<file path="src/rtl/rx_deint_ctrl_wifi_pkg.sv">
// Shared WIFI PHY constants: OFDM block length and controller state encoding.
package rx_deint_ctrl_wifi_pkg;

    localparam int NCBPS_WIFI = 192;

    localparam logic [2:0] ST_IDLE   = 3'd0;
    localparam logic [2:0] ST_FILL   = 3'd1;
    localparam logic [2:0] ST_LAUNCH = 3'd2;
    localparam logic [2:0] ST_DRAIN  = 3'd3;
    localparam logic [2:0] ST_NEXT   = 3'd4;
    localparam logic [2:0] ST_ERR    = 3'd5;

endpackage

</file>
<file path="src/rtl/rx_deint_ctrl_wifi.sv">
// Sequencer that fills the external deinterleaver one OFDM symbol at a time and
// drains it, counting symbols per packet and flagging protocol/timeout errors.
//
// state  | meaning
// IDLE   | waiting for start
// FILL   | accepting NCBPS coded bits from the demapper
// LAUNCH | one cycle with the deinterleaver frozen so the block is not overwritten
// DRAIN  | deinterleaver emits the block; counted and timed
// NEXT   | symbol done; end the packet or refill
// ERR    | sticky error set, done pulsed, back to IDLE
module rx_deint_ctrl_wifi
    import rx_deint_ctrl_wifi_pkg::*;
#(
    parameter int NCBPS   = NCBPS_WIFI,
    parameter int TIMEOUT = 1023
) (
    input  logic       clk,
    input  logic       reset,
    input  logic       start,
    input  logic [7:0] num_symbols,
    input  logic       in_valid,
    output logic       in_ready,
    output logic       deint_enable,
    output logic       deint_valid_in,
    input  logic       deint_finished,
    input  logic       deint_valid_out,
    output logic [7:0] sym_count,
    output logic       busy,
    output logic       done,
    output logic       error
);

    localparam int              TW         = $clog2(TIMEOUT + 1);
    localparam logic [7:0]      NCBPS_C    = 8'(NCBPS);
    localparam logic [TW-1:0]   TIMER_LAST = TW'(TIMEOUT - 1);
    localparam logic [TW-1:0]   TIMER_ONE  = TW'(1);

    logic [2:0]    state_q, state_d;
    logic [7:0]    bit_cnt_q, out_cnt_q, sym_count_q, num_sym_q;
    logic [TW-1:0] timer_q;
    logic          fin_low_q, error_q, zero_done_q;

    logic          proto_err, start_acc, last_sym;
    logic [7:0]    out_cnt_eff;

    assign proto_err   = deint_valid_out && (state_q != ST_DRAIN) && (state_q != ST_ERR);
    assign start_acc   = (state_q == ST_IDLE) && start && !proto_err;
    assign last_sym    = (sym_count_q + 8'd1) == num_sym_q;
    // Count a valid_out arriving in the same cycle as finished.
    assign out_cnt_eff = out_cnt_q + {7'd0, deint_valid_out && (out_cnt_q != NCBPS_C)};

    always_ff @(posedge clk) begin
        if (reset) begin
            state_q     <= ST_IDLE;
            bit_cnt_q   <= '0;
            out_cnt_q   <= '0;
            sym_count_q <= '0;
            num_sym_q   <= '0;
            timer_q     <= '0;
            fin_low_q   <= 1'b0;
            error_q     <= 1'b0;
            zero_done_q <= 1'b0;
        end else begin
            state_q     <= state_d;
            zero_done_q <= start_acc && (num_symbols == 8'd0);
            if (start_acc) begin
                num_sym_q   <= num_symbols;
                bit_cnt_q   <= '0;
                out_cnt_q   <= '0;
                sym_count_q <= '0;
                error_q     <= 1'b0;
            end
            if ((state_q == ST_FILL) && in_valid && (bit_cnt_q != NCBPS_C))
                bit_cnt_q <= bit_cnt_q + 8'd1;
            if (state_q == ST_LAUNCH) begin
                timer_q   <= '0;
                fin_low_q <= 1'b0;
            end
            if (state_q == ST_DRAIN) begin
                out_cnt_q <= out_cnt_eff;
                timer_q   <= timer_q + TIMER_ONE;
                if (!deint_finished)
                    fin_low_q <= 1'b1;
            end
            if (state_q == ST_NEXT) begin
                sym_count_q <= sym_count_q + 8'd1;
                if (!last_sym) begin
                    bit_cnt_q <= '0;
                    out_cnt_q <= '0;
                end
            end
            if ((state_d == ST_ERR) && (state_q != ST_ERR))
                error_q <= 1'b1;
        end
    end

    always_comb begin
        state_d = state_q;
        case (state_q)
            ST_IDLE:   if (start && (num_symbols != 8'd0)) state_d = ST_FILL;
            ST_FILL:   if (in_valid && (bit_cnt_q == NCBPS_C - 8'd1)) state_d = ST_LAUNCH;
            ST_LAUNCH: state_d = ST_DRAIN;
            ST_DRAIN: begin
                // A finished level left over from the previous block is ignored until seen low.
                if (deint_finished && fin_low_q)
                    state_d = (out_cnt_eff == NCBPS_C) ? ST_NEXT : ST_ERR;
                else if (timer_q == TIMER_LAST)
                    state_d = ST_ERR;
            end
            ST_NEXT:   state_d = last_sym ? ST_IDLE : ST_FILL;
            ST_ERR:    state_d = ST_IDLE;
            default:   state_d = ST_IDLE;
        endcase
        if (proto_err)
            state_d = ST_ERR;
    end

    always_comb begin
        in_ready       = 1'b0;
        deint_enable   = 1'b0;
        deint_valid_in = 1'b0;
        done           = zero_done_q;
        case (state_q)
            ST_FILL: begin
                in_ready       = 1'b1;
                deint_enable   = 1'b1;
                deint_valid_in = in_valid;
            end
            ST_DRAIN: deint_enable = 1'b1;
            ST_NEXT:  done = zero_done_q | last_sym;
            ST_ERR:   done = 1'b1;
            default: ;
        endcase
    end

    assign busy      = state_q != ST_IDLE;
    assign sym_count = sym_count_q;
    assign error     = error_q;

endmodule

</file>
<file path="config.mk">
export PLATFORM = sky130hd
export DESIGN_NAME = rx_deint_ctrl_wifi
export DESIGN_NICKNAME = d
export VERILOG_FILES = /design/src/rtl/rx_deint_ctrl_wifi_pkg.sv /design/src/rtl/rx_deint_ctrl_wifi.sv
export SDC_FILE = /design/constraint.sdc
export NUM_CORES = 1
export LEC_CHECK = 0
export CAP_MARGIN = 0
export CORE_MARGIN = 1
export CORE_UTILIZATION = 39
export DETAILED_ROUTE_END_ITERATION = 6
export PLACE_DENSITY = 0.73
export SYNTH_ARGS = -nofsm -noshare
export SYNTH_HDL_FRONTEND = slang
export SYNTH_SLANG_ARGS = --single-unit
</file>
<file path="constraint.sdc">
create_clock -name clk -period 2.71 [get_ports clk]
set_clock_uncertainty 0.1 [all_clocks]
set_input_delay 0.813 -clock clk [delete_from_list [all_inputs] [get_ports clk]]
set_output_delay 0.813 -clock clk [all_outputs]
set_load 0.05 [all_outputs]
</file>
; ---- Word-level counts from Yosys, hierarchy flattened
; Cells that the tools add are included.
[totals]
elab_cells = 78
regBits = 48
[classes]
muxes = 29
add_sub_neg = 4
reduce_logical = 21
n_bitwise = 1
n_eq_ne = 14
[ops]
columns = operator, n
row1 = 2-to-1 mux 8 bit, 10
row2 = 2-to-1 mux 10 bit, 2
row3 = "adder 8 x 1 -> 8 bit, second input constant", 2
row4 = "== test 8 bit, second input constant", 2
row5 = "inequality test 8 bit, second input constant", 2
row6 = 2-to-1 mux 3 bit, 5
row7 = case mux 3 bit (5 select lines), 1
row8 = logical AND 1 bit, 12
row9 = "adder 10 x 1 -> 10 bit, second input constant", 1
row10 = "== test 10 bit, second input constant", 1
row11 = 2-to-1 mux 1 bit, 10
row12 = "== test 3 bit, second input constant", 3
row13 = adder 8 x 1 -> 8 bit, 1
row14 = == test 8 bit, 1
row15 = zero test 8 bit, 1
row16 = nonzero test 8 bit, 1
row17 = "== test 3 x 2 -> 1 bit, second input constant", 2
row18 = nonzero test 2 bit, 3
row19 = "== test 3 x 1 -> 1 bit, second input constant", 1
row20 = zero test 3 bit, 1
row21 = "inequality test 3 x 2 -> 1 bit, second input constant", 1
row22 = "inequality test 3 bit, second input constant", 1
row23 = nonzero test 3 bit, 1
row24 = case mux 1 bit (2 select lines), 1
row25 = 3 further kinds, 3

; ---- Longest topological paths before layout
[depth]
word_depth = 11
ltp_mapped = 10
depth_no_buf = 10

; ---- Worst setup path after synthesis
; No wires, ideal clock.
[synth_path]
path_kind = register -> output
startpoint = register sym_count_q[0], in the netlist sym_count[0]
endpoint = output port done
n_path_buf = 0
t_required_ps = 1797
path_stages_with_launch = 8
arrival_time_ps = 2395
setup_slack_ps = -598
cell_sequence = dfxtp_1 -> ha_1 -> and2_1 -> a211o_1 -> a31oi_1 -> nor4_4 -> a21o_1 -> a31o_1
[synth_via]
elab_chain_cells = 4
[synth_rtl]
columns = item, line_no
row1 = from (decl), rx_deint_ctrl_wifi.sv:39  ; logic [7:0] bit_cnt_q, out_cnt_q, sym_count_q, num_sym_q;
row2 = from (signal assigned), rx_deint_ctrl_wifi.sv:86  ; sym_count_q <= sym_count_q + 8'd1;
row3 = adder 8 x 1 -> 8 bit, rx_deint_ctrl_wifi.sv:48  ; assign last_sym = (sym_count_q + 8'd1) == num_sym_q;
row4 = == test 8 bit, rx_deint_ctrl_wifi.sv:48
row5 = OR 1 bit, rx_deint_ctrl_wifi.sv:130  ; ST_NEXT: done = zero_done_q | last_sym;
row6 = case mux 1 bit (2 select lines), rx_deint_ctrl_wifi.sv:123  ; case (state_q)
row7 = to (decl), rx_deint_ctrl_wifi.sv:29  ; output logic done,
; Every way passes these cells.

; ---- Worst setup path in the final report
; Same ends and word-level chain as after synthesis.

==> results.py <==
metrics = {
    "pwr": {
        "combPwrFrac_pct": 16.7,
        "cellLeakagePower_nw": 1.19,
        "p_seq_share_pct": 53.1,
        "p_sw_mw": 0.380,
        "intPower_mw": 0.998,
        "power_switching_share_pct": 27.6,
        "clkPwrFrac_pct": 30.2,
        "p_per_area_mw_per_mm2": 402,
        "peakVddDrop_mv": 0.224,
    },
    "clock_network": {
        "htree_levels": 2,
        "cts.sinks": 48,
        "path_clk_slew_ns": 0.09,
        "cts_tree": "built",
        "clkLatencyLatePin_ns": 0.30,
        "ctsHoldBuffers": 0,
        "cts_max_path_buffers": 2,
        "numCtsBuffers": 5,
        "cts_root_buf": "clkbuf_8",
    },
    "synth": {
        "ys_seq_elements": 48,
        "synth_ff_type": "dfxtp_1",
        "ys_types": 59,
        "yosys_warnings": 0,
        "synth_area_leaders": "dfxtp_1 (35%), nand2_1 (8.5%), nor2_1 (7.0%)",
        "synth_edf_count": 0,
        "netlist_area_mm2": 0.00274,
        "synthArstFlopShare_pct": 0,
        "synth_top_area_cell": "dfxtp_1",
        "netlist_instances": 363,
        "synth-seq-area-share_pct": 35.0,
        "synth_area_per_cell_um2": 7.56,
        "synth_nets": 384,
        "yosysTopAreaCellShare_pct": 35.0,
    },
    "finish": {
        "design_area_mm2": 0.00343,
        "antenna_cells": 0,
        "fillers": 648,
        "area_delta_synth_final_pct": 24.9,
        "layout-drive-gt1-share_pct": 17.6,
        "final_nets": 429,
    },
    "global_route": {
        "grt_pass1_vias": 2418,
        "top_usage_layer": "met2",
        "grt_pass1_wl_mm": 11.3,
        "grt_max_degree": 19,
        "antenna_found_initial": 0,
        "grt_usage_pct": 18.9,
        "grtUsageMet1_pct": 26.0,
        "grt_use_met2_pct": 31.6,
        "grt_overflow": 0,
        "gr-usage-met3_pct": 2.50,
    },
    "sta": {
        "period_share_pct": 110,
        "finalSetupViolations": 1,
        "tightest_slew_ns": 0.602,
        "final_max_slew_viol_count": 0,
        "rsz0062_at_grt": "true",
        "final-hold-violation-count": 0,
        "timing.hold.ws_ns": 0.378,
        "fin_crit_ns": 2.98,
        "fin_ws_ns": -0.274,
        "maxSlewHeadroom_pct": 59.8,
        "timing.fmax_mhz": 335,
        "finalSetupTns_ns": -0.274,
    },
    "hold_path": {
        "hold_start": "num_sym_q[7]$_SDFFE_PP0P_",
        "hp-class": "reg2reg",
    },
    "critical_path": {
        "critPathLaunch": "sym_count[0]$_SDFFE_PP0P_",
        "cp_max_fo": 4,
        "worst_ep_required_time_ns": 1.80,
        "startpoint_type": "flip-flop",
        "cpPeakStageDelay_ns": 0.37,
        "crit_type": "reg2out",
        "crit_arrival_ns": 2.07,
        "worstSetupEndpointType": "output port",
        "cp_cell_sequence": "ha_4 > and2_4 > a211o_1 > a31oi_4 > nor4_4 > a21o_1 > a31o_4 > buf_12",
        "slowest_stage": "dfxtp_4",
        "rr_startpoint": "out_cnt_q[2]$_SDFF_PP0_",
    },
    "placed_design": {
        "place_hpwl_mm": 4.86,
        "place_area_mm2": 0.00331,
        "gp_congestion": 0.904,
        "portBuffers": 27,
    },
    "detailed_routing": {
        "via_count": 2677,
        "wire_per_inst_um": 13.0,
        "ant_nets": 0,
        "first_iter_violations": 148,
        "drc_errors": 0,
        "vias_per_cell": 5.30,
        "dr.pass1.iters": 5,
        "finalWirelength_mm": 6.58,
    },
    "run_status": {
        "status": "finished, violations left",
        "violations": "negative setup slack",
    },
    "floorplanning": {
        "io_pins": 28,
        "start_util_pct": 40.4,
        "die_x_um": 85.9,
        "core_mm2": 0.00679,
        "die-height_um": 85.9,
        "num_rows": 30,
        "die_area_mm2": 0.00738,
    },
    "flow_run": {
        "cap_violations": 0,
    },
}
[synthesized netlist by cell type (all sizes together) (4+ instances only)]
cell / count
dfxtp: 48
xnor2: 7
a31oi: 4
inv: 7
nor3: 12
nor2: 51
a21oi: 39
nand4: 5
a311oi: 4
o21ai: 13
nand2b: 4
ha: 7
and3: 7
nor4: 7
buf: 10
nand3: 19
nand2: 63
clkbuf: 9
[cells in the final DEF, fill, tap and decap left out, drive strengths merged, types with 12 or more instances in the layout]
cell,instances
nand2,63
nor2,51
dfxtp,48
a21oi,39
buf,35
clkdlybuf4s50,22
nand3,19
o21ai,13
nor3,12
[power by group through the flow]
stage / Combinational (mW) / Clock [mW] / Sequential, mW
2_1_floorplan: 0.135 / 0 / 0.747
3_3_place_gp: 0.225 / 0 / 0.748
3_5_place_dp: 0.226 / 0 / 0.748
4_1_cts: 0.231 / 0.428 / 0.731
5_1_grt: 0.250 / 0.455 / 0.735
6_report: 0.230 / 0.416 / 0.732
[final timing paths]
path                                             endpoint  slack (ns)  depth (start not counted)
worst max-delay path                                 done       -0.27                          8
worst min register to register  num_sym_q[7]$_SDFFE_PP0P_        0.38                          2
worst min-delay path            num_sym_q[7]$_SDFFE_PP0P_        0.38                          2
worst max register to register      state_q[0]$_SDFF_PP0_        0.13                         10
[cell type report]
class	count	area, um2	share of cell area (%)
flip-flops and latches	48	978	28.5
multi-input cells	289	1690	49.3
repair buffers	57	533	15.5
clock inverters	1	5.00	0.146
inverters	7	26.3	0.766
clock buffers	7	76.3	2.23
well taps	96	120	3.50
[metrics by stage]
step | instances | power [mW] | utilization [%] | worst slack, ns
after floorplan | 363 | 0.883 | - | 0.00312
after global placement | 495 | 0.973 | 48.7 | -0.119
after detailed placement | 495 | 0.975 | 48.7 | -0.150
after CTS | 505 | 1.39 | 50.3 | -0.303
after global routing | 505 | 1.44 | 50.5 | -0.350
final | 505 | 1.38 | 50.5 | -0.274
[worst max-delay path, delay by kind of cell, from the launching register on]
| kind | cells | cell delay (ns) |
|---|---|---|
| DFF | 1 | 0.37 |
| AOI/OAI and AO/OA | 4 | 0.85 |
| adders and majority gates | 1 | 0.17 |
| buffers and inverters | 1 | 0.14 |
| and+or+nand+nor | 2 | 0.23 |
[cells by family (layout without fill, tap and decap cells)]
kind of cell	count (synthesis)	count (layout)	share of synthesized area, %
XOR/XNOR	10	10	3.19
AND/OR/NAND/NOR	190	190	33.7
multiplexers	2	2	0.821
buffers and inverters	26	72	5.24
flip-flops	48	48	35.0
adder cells (fa/ha/maj)	7	7	3.19
AO/OA/AOI/OAI	80	80	18.8
[state kept, by name, summed over array words and instances, names as in the netlist]
| register | flops |
|---|---|
| timer_q | 10 |
| bit_cnt_q | 8 |
| num_sym_q | 8 |
| out_cnt_q | 8 |
| sym_count | 8 |
| state_q | 3 |
| error | 1 |
| fin_low_q | 1 |
| zero_done_q | 1 |
[what timing repair did]
item / 4_1_cts / 5_1_grt
buffers inserted: 2 / 0
pin swaps: 3 / 1
gates resized for setup: 4 / 4
endpoints found under the setup margin: 1 / 3
[layer usage]
| layer | vias to the layer above | part of all wire [%] |
|---|---|---|
| met5 | - | 0 |
| met4 | 0 | 0.38 |
| met3 | 4 | 4.0 |
| met2 | 60 | 48 |
| met1 | 1240 | 47 |
| li1 | 1373 | - |
Note: power is estimated with default switching activity, not from simulation.
